==> config.mk <==
export PLATFORM = sky130hd
export DESIGN_NAME = i2c_target_regs
export DESIGN_NICKNAME = d
export VERILOG_FILES = /design/src/rtl/i2c_target_regs.sv
export SDC_FILE = /design/constraint.sdc
export NUM_CORES = 1
export LEC_CHECK = 0
export ABC_AREA = 1
export CAP_MARGIN = 15
export CORE_ASPECT_RATIO = 0.6
export CORE_MARGIN = 4
export CORE_UTILIZATION = 50
export DETAILED_ROUTE_END_ITERATION = 16
export PLACE_DENSITY_LB_ADDON = 0.05
export SLEW_MARGIN = 10
export SYNTH_ARGS = -nofsm -noshare
export SYNTH_HDL_FRONTEND = slang
export SYNTH_SLANG_ARGS = --single-unit
==> constraint.sdc <==
create_clock -name clk -period 2.3 [get_ports clk]
set_input_delay 0.345 -clock clk [delete_from_list [all_inputs] [get_ports clk]]
set_output_delay 0.345 -clock clk [all_outputs]
set_load 0.03 [all_outputs]
==> src/rtl/i2c_target_regs.sv <==
// I2C target exposing a small register bank to an external master.
// The master writes a register pointer, then writes or reads bytes; the pointer auto-increments.
module i2c_target_regs #(
    parameter logic [6:0] DEV_ADDR = 7'h42,
    parameter int         NUM_REGS = 4,
    parameter int         PTR_W    = $clog2(NUM_REGS)
) (
    input  logic                  clk,
    input  logic                  reset,
    input  logic                  scl_in,
    input  logic                  sda_in,
    output logic                  sda_oe,
    output logic [8*NUM_REGS-1:0] regs_flat,
    output logic                  wr_strobe,
    output logic [PTR_W-1:0]      wr_index,
    output logic                  busy
);

    typedef enum logic [3:0] {
        IDLE, ADDR, ADDR_ACK, PTR, PTR_ACK, WDATA, WDATA_ACK, RDATA, RDATA_ACK, IGNORE
    } state_t;

    state_t           state, state_nx;
    logic [2:0]       bit_cnt, bit_cnt_nx;
    logic [7:0]       shreg, shreg_nx;
    logic [PTR_W-1:0] ptr, ptr_nx;
    logic             rw, rw_nx;
    logic             ack_hold, ack_hold_nx;
    logic             sda_oe_nx, busy_nx, wr_en;
    logic [7:0]       regs [NUM_REGS];

    logic scl_s1, scl_s2, scl_d, sda_s1, sda_s2, sda_d;
    logic scl_rise, scl_fall, start, stop, byte_done;
    logic [7:0] rx_byte;

    // Synchronizers idle high so a reset never fabricates a bus event.
    always_ff @(posedge clk or posedge reset) begin
        if (reset) begin
            scl_s1 <= 1'b1;
            scl_s2 <= 1'b1;
            scl_d  <= 1'b1;
            sda_s1 <= 1'b1;
            sda_s2 <= 1'b1;
            sda_d  <= 1'b1;
        end else begin
            scl_s1 <= scl_in;
            scl_s2 <= scl_s1;
            scl_d  <= scl_s2;
            sda_s1 <= sda_in;
            sda_s2 <= sda_s1;
            sda_d  <= sda_s2;
        end
    end

    assign scl_rise  = scl_s2 & ~scl_d;
    assign scl_fall  = ~scl_s2 & scl_d;
    assign start     = scl_s2 & scl_d & sda_d & ~sda_s2;
    assign stop      = scl_s2 & scl_d & ~sda_d & sda_s2;
    assign rx_byte   = {shreg[6:0], sda_s2};
    assign byte_done = scl_rise && (bit_cnt == 3'd7);

    always_comb begin
        state_nx    = state;
        bit_cnt_nx  = bit_cnt;
        shreg_nx    = shreg;
        ptr_nx      = ptr;
        rw_nx       = rw;
        ack_hold_nx = ack_hold;
        sda_oe_nx   = sda_oe;
        busy_nx     = busy;
        wr_en       = 1'b0;
        if (stop) begin
            state_nx  = IDLE;
            sda_oe_nx = 1'b0;
            busy_nx   = 1'b0;
        end else if (start) begin
            state_nx   = ADDR;
            bit_cnt_nx = 3'd0;
            sda_oe_nx  = 1'b0;
            busy_nx    = 1'b0;
        end else begin
            case (state)
                IDLE: ;
                ADDR: begin
                    if (scl_rise) begin
                        shreg_nx   = rx_byte;
                        bit_cnt_nx = bit_cnt + 3'd1;
                    end
                    if (byte_done) begin
                        if (rx_byte[7:1] == DEV_ADDR) begin
                            state_nx    = ADDR_ACK;
                            busy_nx     = 1'b1;
                            rw_nx       = rx_byte[0];
                            ack_hold_nx = 1'b0;
                        end else begin
                            state_nx = IGNORE;
                        end
                    end
                end
                PTR: begin
                    if (scl_rise) begin
                        shreg_nx   = rx_byte;
                        bit_cnt_nx = bit_cnt + 3'd1;
                    end
                    if (byte_done) begin
                        ptr_nx      = rx_byte[PTR_W-1:0];
                        state_nx    = PTR_ACK;
                        ack_hold_nx = 1'b0;
                    end
                end
                WDATA: begin
                    if (scl_rise) begin
                        shreg_nx   = rx_byte;
                        bit_cnt_nx = bit_cnt + 3'd1;
                    end
                    if (byte_done) begin
                        wr_en       = 1'b1;
                        ptr_nx      = ptr + PTR_W'(1);
                        state_nx    = WDATA_ACK;
                        ack_hold_nx = 1'b0;
                    end
                end
                // First SCL fall starts the ACK, the second ends it.
                ADDR_ACK, PTR_ACK, WDATA_ACK: begin
                    if (scl_fall) begin
                        if (!ack_hold) begin
                            sda_oe_nx   = 1'b1;
                            ack_hold_nx = 1'b1;
                        end else begin
                            sda_oe_nx  = 1'b0;
                            bit_cnt_nx = 3'd0;
                            if (state == ADDR_ACK && rw) begin
                                shreg_nx  = regs[ptr];
                                sda_oe_nx = ~regs[ptr][7];
                                state_nx  = RDATA;
                            end else if (state == ADDR_ACK) begin
                                state_nx = PTR;
                            end else begin
                                state_nx = WDATA;
                            end
                        end
                    end
                end
                RDATA: begin
                    if (scl_rise) begin
                        bit_cnt_nx = bit_cnt + 3'd1;
                        if (bit_cnt == 3'd7) begin
                            state_nx    = RDATA_ACK;
                            ack_hold_nx = 1'b0;
                            bit_cnt_nx  = 3'd0;
                        end
                    end
                    if (scl_fall) begin
                        shreg_nx  = {shreg[6:0], 1'b0};
                        sda_oe_nx = ~shreg[6];
                    end
                end
                // ack_hold marks that the master ACKed and another byte follows.
                RDATA_ACK: begin
                    if (scl_fall) begin
                        if (ack_hold) begin
                            shreg_nx   = regs[ptr];
                            sda_oe_nx  = ~regs[ptr][7];
                            bit_cnt_nx = 3'd0;
                            state_nx   = RDATA;
                        end else begin
                            sda_oe_nx = 1'b0;
                        end
                    end
                    if (scl_rise) begin
                        ptr_nx = ptr + PTR_W'(1);
                        if (!sda_s2) begin
                            ack_hold_nx = 1'b1;
                        end else begin
                            state_nx  = IGNORE;
                            sda_oe_nx = 1'b0;
                        end
                    end
                end
                IGNORE: sda_oe_nx = 1'b0;
                default: begin
                    state_nx  = IDLE;
                    sda_oe_nx = 1'b0;
                end
            endcase
        end
    end

    always_ff @(posedge clk or posedge reset) begin
        if (reset) begin
            state     <= IDLE;
            bit_cnt   <= 3'd0;
            shreg     <= 8'h00;
            ptr       <= '0;
            rw        <= 1'b0;
            ack_hold  <= 1'b0;
            sda_oe    <= 1'b0;
            busy      <= 1'b0;
            wr_strobe <= 1'b0;
            wr_index  <= '0;
        end else begin
            state     <= state_nx;
            bit_cnt   <= bit_cnt_nx;
            shreg     <= shreg_nx;
            ptr       <= ptr_nx;
            rw        <= rw_nx;
            ack_hold  <= ack_hold_nx;
            sda_oe    <= sda_oe_nx;
            busy      <= busy_nx;
            wr_strobe <= wr_en;
            if (wr_en) wr_index <= ptr;
        end
    end

    always_ff @(posedge clk or posedge reset) begin
        if (reset) begin
            for (int i = 0; i < NUM_REGS; i++) regs[i] <= 8'h00;
        end else if (wr_en) begin
            regs[ptr] <= rx_byte;
        end
    end

    for (genvar g = 0; g < NUM_REGS; g++) begin : g_flat
        assign regs_flat[8*g +: 8] = regs[g];
    end

endmodule

* After elaboration in Yosys (flattened, before gate mapping)
Index checks and enable logic that the tools add are counted.
** Operators by class
- Add/sub/neg operators :: 2
- $lt $le $gt $ge :: 2
- Eq/ne operators :: 41
- Mux-type cells :: 71
- Bitwise logic cells :: 16
- Reduce and logical (&&, ||, !) cells :: 25
** Operator list (count)
- $mux 4 :: 14
- $mux 7 :: 7
- $bwmux 32 :: 1
- $ne 4x4->1 const B :: 8
- $ne 2x2->1 const B :: 14
- $pmux 4 s7 :: 1
- $pmux 7 s4 :: 1
- $mux 1 :: 27
- $mux 3 :: 8
- $mux 8 :: 3
- $bmux 8 s2 :: 1
- $demux 8 s2 :: 1
- $eq 4x3->1 const B :: 4
- $ne 3x1->1 const B :: 5
- $reduce_and 6->1 :: 2
- $reduce_bool 3->1 :: 4
- $reduce_and 11->1 :: 1
- $reduce_and 10->1 :: 1
- $pmux 3 s3 :: 1
- $eq 4x2->1 const B :: 2
- $eq 4x4->1 const B :: 2
- $not 1->1 :: 8
- $reduce_and 8->1 :: 1
- $reduce_bool 4->1 :: 2
- other kinds (23) :: 38
** Word-level totals
- Bits in registers :: 61
- Input port bits :: 4
- Output and inout bits :: 37
- Word-level logic and storage cells :: 177

* Logic depth before layout (Yosys ltp)
- Word-level depth :: 12
- Mapped depth :: 11
- Mapped depth without buffers :: 11

* Worst setup path after synthesis
No wires, ideal clock.
- Path kind :: register to register
- From :: register scl_s2
- To :: register regs, in the netlist regs_flat[0]
- Library setup time :: 0.129 ns
- Data arrival time :: 1.385 ns
- Required time :: 2.171 ns
- Path slack :: 0.786 ns
- Stages on the path, launching flop included :: 9
- Cells stage by stage :: dfstp_2 -> inv_1 -> nor2_1 -> nand2_1 -> nor2_8 -> nand2_2 -> buf_2 -> nand2_1 -> o21ai_0
** Between the ends
- Word-level cells in the longest chain between the ends :: 6
** RTL lines
- from (decl) :: line 32 : logic scl_s1, scl_s2, scl_d, sda_s1, sda_s2, sda_d;
- from (signal assigned) :: line 47 : scl_s2 <= scl_s1;
- $and 1x1->1 :: line 55 : assign scl_rise = scl_s2 & ~scl_d;
- $logic_and 1x1->1 :: line 60 : assign byte_done = scl_rise && (bit_cnt == 3'd7);
- $mux 1 :: line 116 : if (byte_done) begin
- $mux 1 :: line 82 : case (state)
- $mux 1 :: line 76 : end else if (start) begin
- $mux 1 (*) :: line 72 : if (stop) begin
- via wr_en :: line 29 : logic sda_oe_nx, busy_nx, wr_en;
- to (signal, indexed assignment) :: line 219 : regs[ptr] <= rx_byte;
- to (decl) :: line 30 : logic [7:0] regs [NUM_REGS];
The timed path passes the listed nets; every way through them passes the cells marked *.
A chain may end at the register's enable or synchronous reset.

* Final worst setup path
- From :: register state[1]
- To :: register shreg[2]
** Between the ends
- Word-level cells in the longest chain between the ends :: 4
** RTL lines
- from (decl) :: line 23 : state_t state, state_nx;
- from (signal assigned) :: line 202 : state <= state_nx;
- $eq 4x2->1, or another cell as far along :: line 82, 132
- $reduce_or 3->1, or another cell as far along :: line 82
- $ne 2x2->1 (no source line), or another cell as far along
- $reduce_and 10->1 (no source line)
- to (signal assigned) :: line 204 : shreg <= shreg_nx;
- to (decl) :: line 25 : logic [7:0] shreg, shreg_nx;
Parallel ways exist; a longest one is shown, timed or not.

==> flow_summary.ini <==
[outcome]
outcome = finished clean

[clocking]
cts_setup_buffers = 0
root_buffer = clkbuf_8
clock_sinks = 61
cts_max_path_buffers = 2
cts.htree.levels = 3
post_cts_resized = 0
clk_pin_slew_ns = 0.08
hold_buffers = 0
clk_latency_ns = 0.34
cts_tree = yes
numCtsBuffers = 9

[cells_and_area]
fill_cells = 587
area_delta_synth_final_pct = 21.30
postLayoutCoreUtil = 0.6315
n_antenna_cell = 0
final_nets = 468
layout-drive-gt1-share = 0.1102
multi_input_area_mm2 = 0.001486
regArea_mm2 = 0.001534

[worst_setup_path]
cp-end-kind = register
path_delay_family = simple AND/OR/NAND/NOR gates
critPathMaxStageDelay_ns = 0.53
cp_data_arrival_time_ns = 2.05
required_ns = 2.53
crit_top_cell = nand2_4
critPathBufInv = 1
critPathLaunchType = register
path_cells = nor2_1 -> nand2_2 -> nand2_4 -> inv_2 -> nand2_4 -> nand2_4 -> nor2_8 -> nand2_4 -> nand2_1 -> nand2_1
cp_max_fo = 18
cpMaxStageDelayCell = dfrtp_1
crit_type = reg2reg

[yosys]
synth_top_area_share = 0.4269
synthTopCellsByArea = dfrtp_1 (43%), nand2_1 (15%), o21ai_0 (6.1%)
yosysMostFrequentCell = nand2_1
syn_nets = 425
yosysSeqAreaShare = 0.4757
ys.flop_type = dfrtp_1
syn_area_per_cell_um2 = 7.769
synthArstFlopShare = 1.000
synth-edff-count = 0
netlist_area_mm2 = 0.003224
synth-seq-cells = 61
synthCells = 415
yosys-top-cells-count = nand2_1 (128), dfrtp_1 (55), o21ai_0 (39)
netlist-cell-type-count = 26
ys_warn_count = 0
synth_area_leader_cell = dfrtp_1

[detailed_routing]
ant_nets = 0
drtIter0Drc = 282
totalWireLength_um = 8400
wl_per_cell_um = 15.36
drc = 0
dr.pass1.iters = 5
vias = 2890
via_per_inst = 5.283

[sta]
max_freq_ghz = 0.5475
fin_crit_ns = 1.826
rsz0062_at_grt = no
fin_skew_ns = 0.008362
relSlewSlack = 0.6640
fin_setup_tns_ns = 0
setup_viol = 0
worstMarginPinSlew_ns = 0.5032
holdWs_ns = 0.3459
finalCritPeriodShare = 0.7941
maxSlewViolCount = 0
finalHoldViolCount = 0

[pwr]
vdd_drop_max_uv = 425.1
p_per_area_mw_per_mm2 = 867.8
power_leakage_nw = 1.865

[place]
post-dp-hpwl_um = 6308
gp_congestion = 0.9448
port_buffers = 40

[floorplan]
ios = 41
fp.coreArea_mm2 = 0.006193
fp.dieArea_mm2 = 0.007840
start_util = 0.5206
die_height_um = 70.21
die_x_um = 111.7
rows = 22

[min_path]
hold_class = in2async

[global_route]
grt_pass1_wl_um = 13870
gr-total-overflow = 0
grt_max_degree = 27
grt_pass1_vias = 2594
grt.total_usage = 0.2245
antenna_found_initial = 0

[run]
cap_violations = 0
logic make-up (layout without fill, tap and decap cells):
logic type	count (synthesis)	in the layout	share of synthesized area
flip-flops	61	61	0.4757
AND/OR/NAND/NOR	216	216	0.3027
adder cells (fa/ha/maj)	6	6	0.02328
buffers and inverters	50	98	0.06325
AO/OA/AOI/OAI	82	82	0.1350
sequential cells by signal (all words and copies together), names as in the netlist, 2 cells and up:
register,flops
shreg,7
ptr,2
bit_cnt,3
regs_flat,32
state,4
wr_index,2
report_power, final:
part	switching [W]	leakage [nW]	internal, W
clock	0.000445	0.0943	0.000525
combinational	0.000805	0.950	0.000336
sequential	0.000103	0.821	0.00118
total	0.00135	1.86	0.00204
cells in the final DEF (no fill, tap or decap), drive strengths merged:
cell / Yosys / final
clkdlybuf4s50: 0 / 40
a21oi: 11 / 11
inv: 38 / 38
nand3: 28 / 28
ha: 6 / 6
bufinv: 0 / 1
clkinvlp: 0 / 3
nor2: 43 / 43
buf: 9 / 4
o21ai: 67 / 67
clkinv: 0 / 2
clkbuf: 3 / 10
dfrtp: 55 / 55
nand2: 138 / 138
nor3: 2 / 2
o211ai: 3 / 3
a21boi: 1 / 1
dfstp: 6 / 6
nand4: 5 / 5
routing by layer:
layer  GRT usage  part of all wire  up-vias
met1      0.3827              0.54     1327
met3     0.07706             0.094        6
li1            -                 -     1431
met5           0                 0        -
met4     0.02969            0.0035        0
met2      0.2643              0.37      126
final cells by class:
cell class | instances | area share
Inverter | 38 | 0.03647
Multi-Input combinational cell | 304 | 0.3800
Sequential cell | 61 | 0.3922
Tap cell | 84 | 0.02687
Clock inverter | 6 | 0.01599
Clock buffer | 10 | 0.03519
Timing Repair Buffer | 44 | 0.1132
final timing paths:
check,end,start,slack [ns],depth (start not counted)
worst max-delay path,shreg[2]$_DFFE_PP0P_,state[1]$_DFFE_PP0P_,0.47,10
worst min-delay path,busy$_DFFE_PP0P_,reset,0.35,2
worst max register to register,shreg[2]$_DFFE_PP0P_,state[1]$_DFFE_PP0P_,0.47,10
worst min register to register,sda_s2$_DFF_PP1_,sda_s1$_DFF_PP1_,0.36,0
max in group asynchronous,regs_flat[13]$_DFFE_PP0P_,reset,1.36,3
min in group clk,sda_s2$_DFF_PP1_,sda_s1$_DFF_PP1_,0.36,0
stage by stage:
stage	total power [W]	std cells	setup slack, ns	cell area (µm²)
after floorplan	0.002138	415	0.4519	3224
after global placement	0.002432	531	0.4803	3711
after detailed placement	0.002423	531	0.5054	3711
after CTS	0.003395	547	0.4928	3911
after global routing	0.003638	547	0.3377	3911
final	0.003394	547	0.4735	3911
Note: power is estimated with default switching activity, not from simulation.
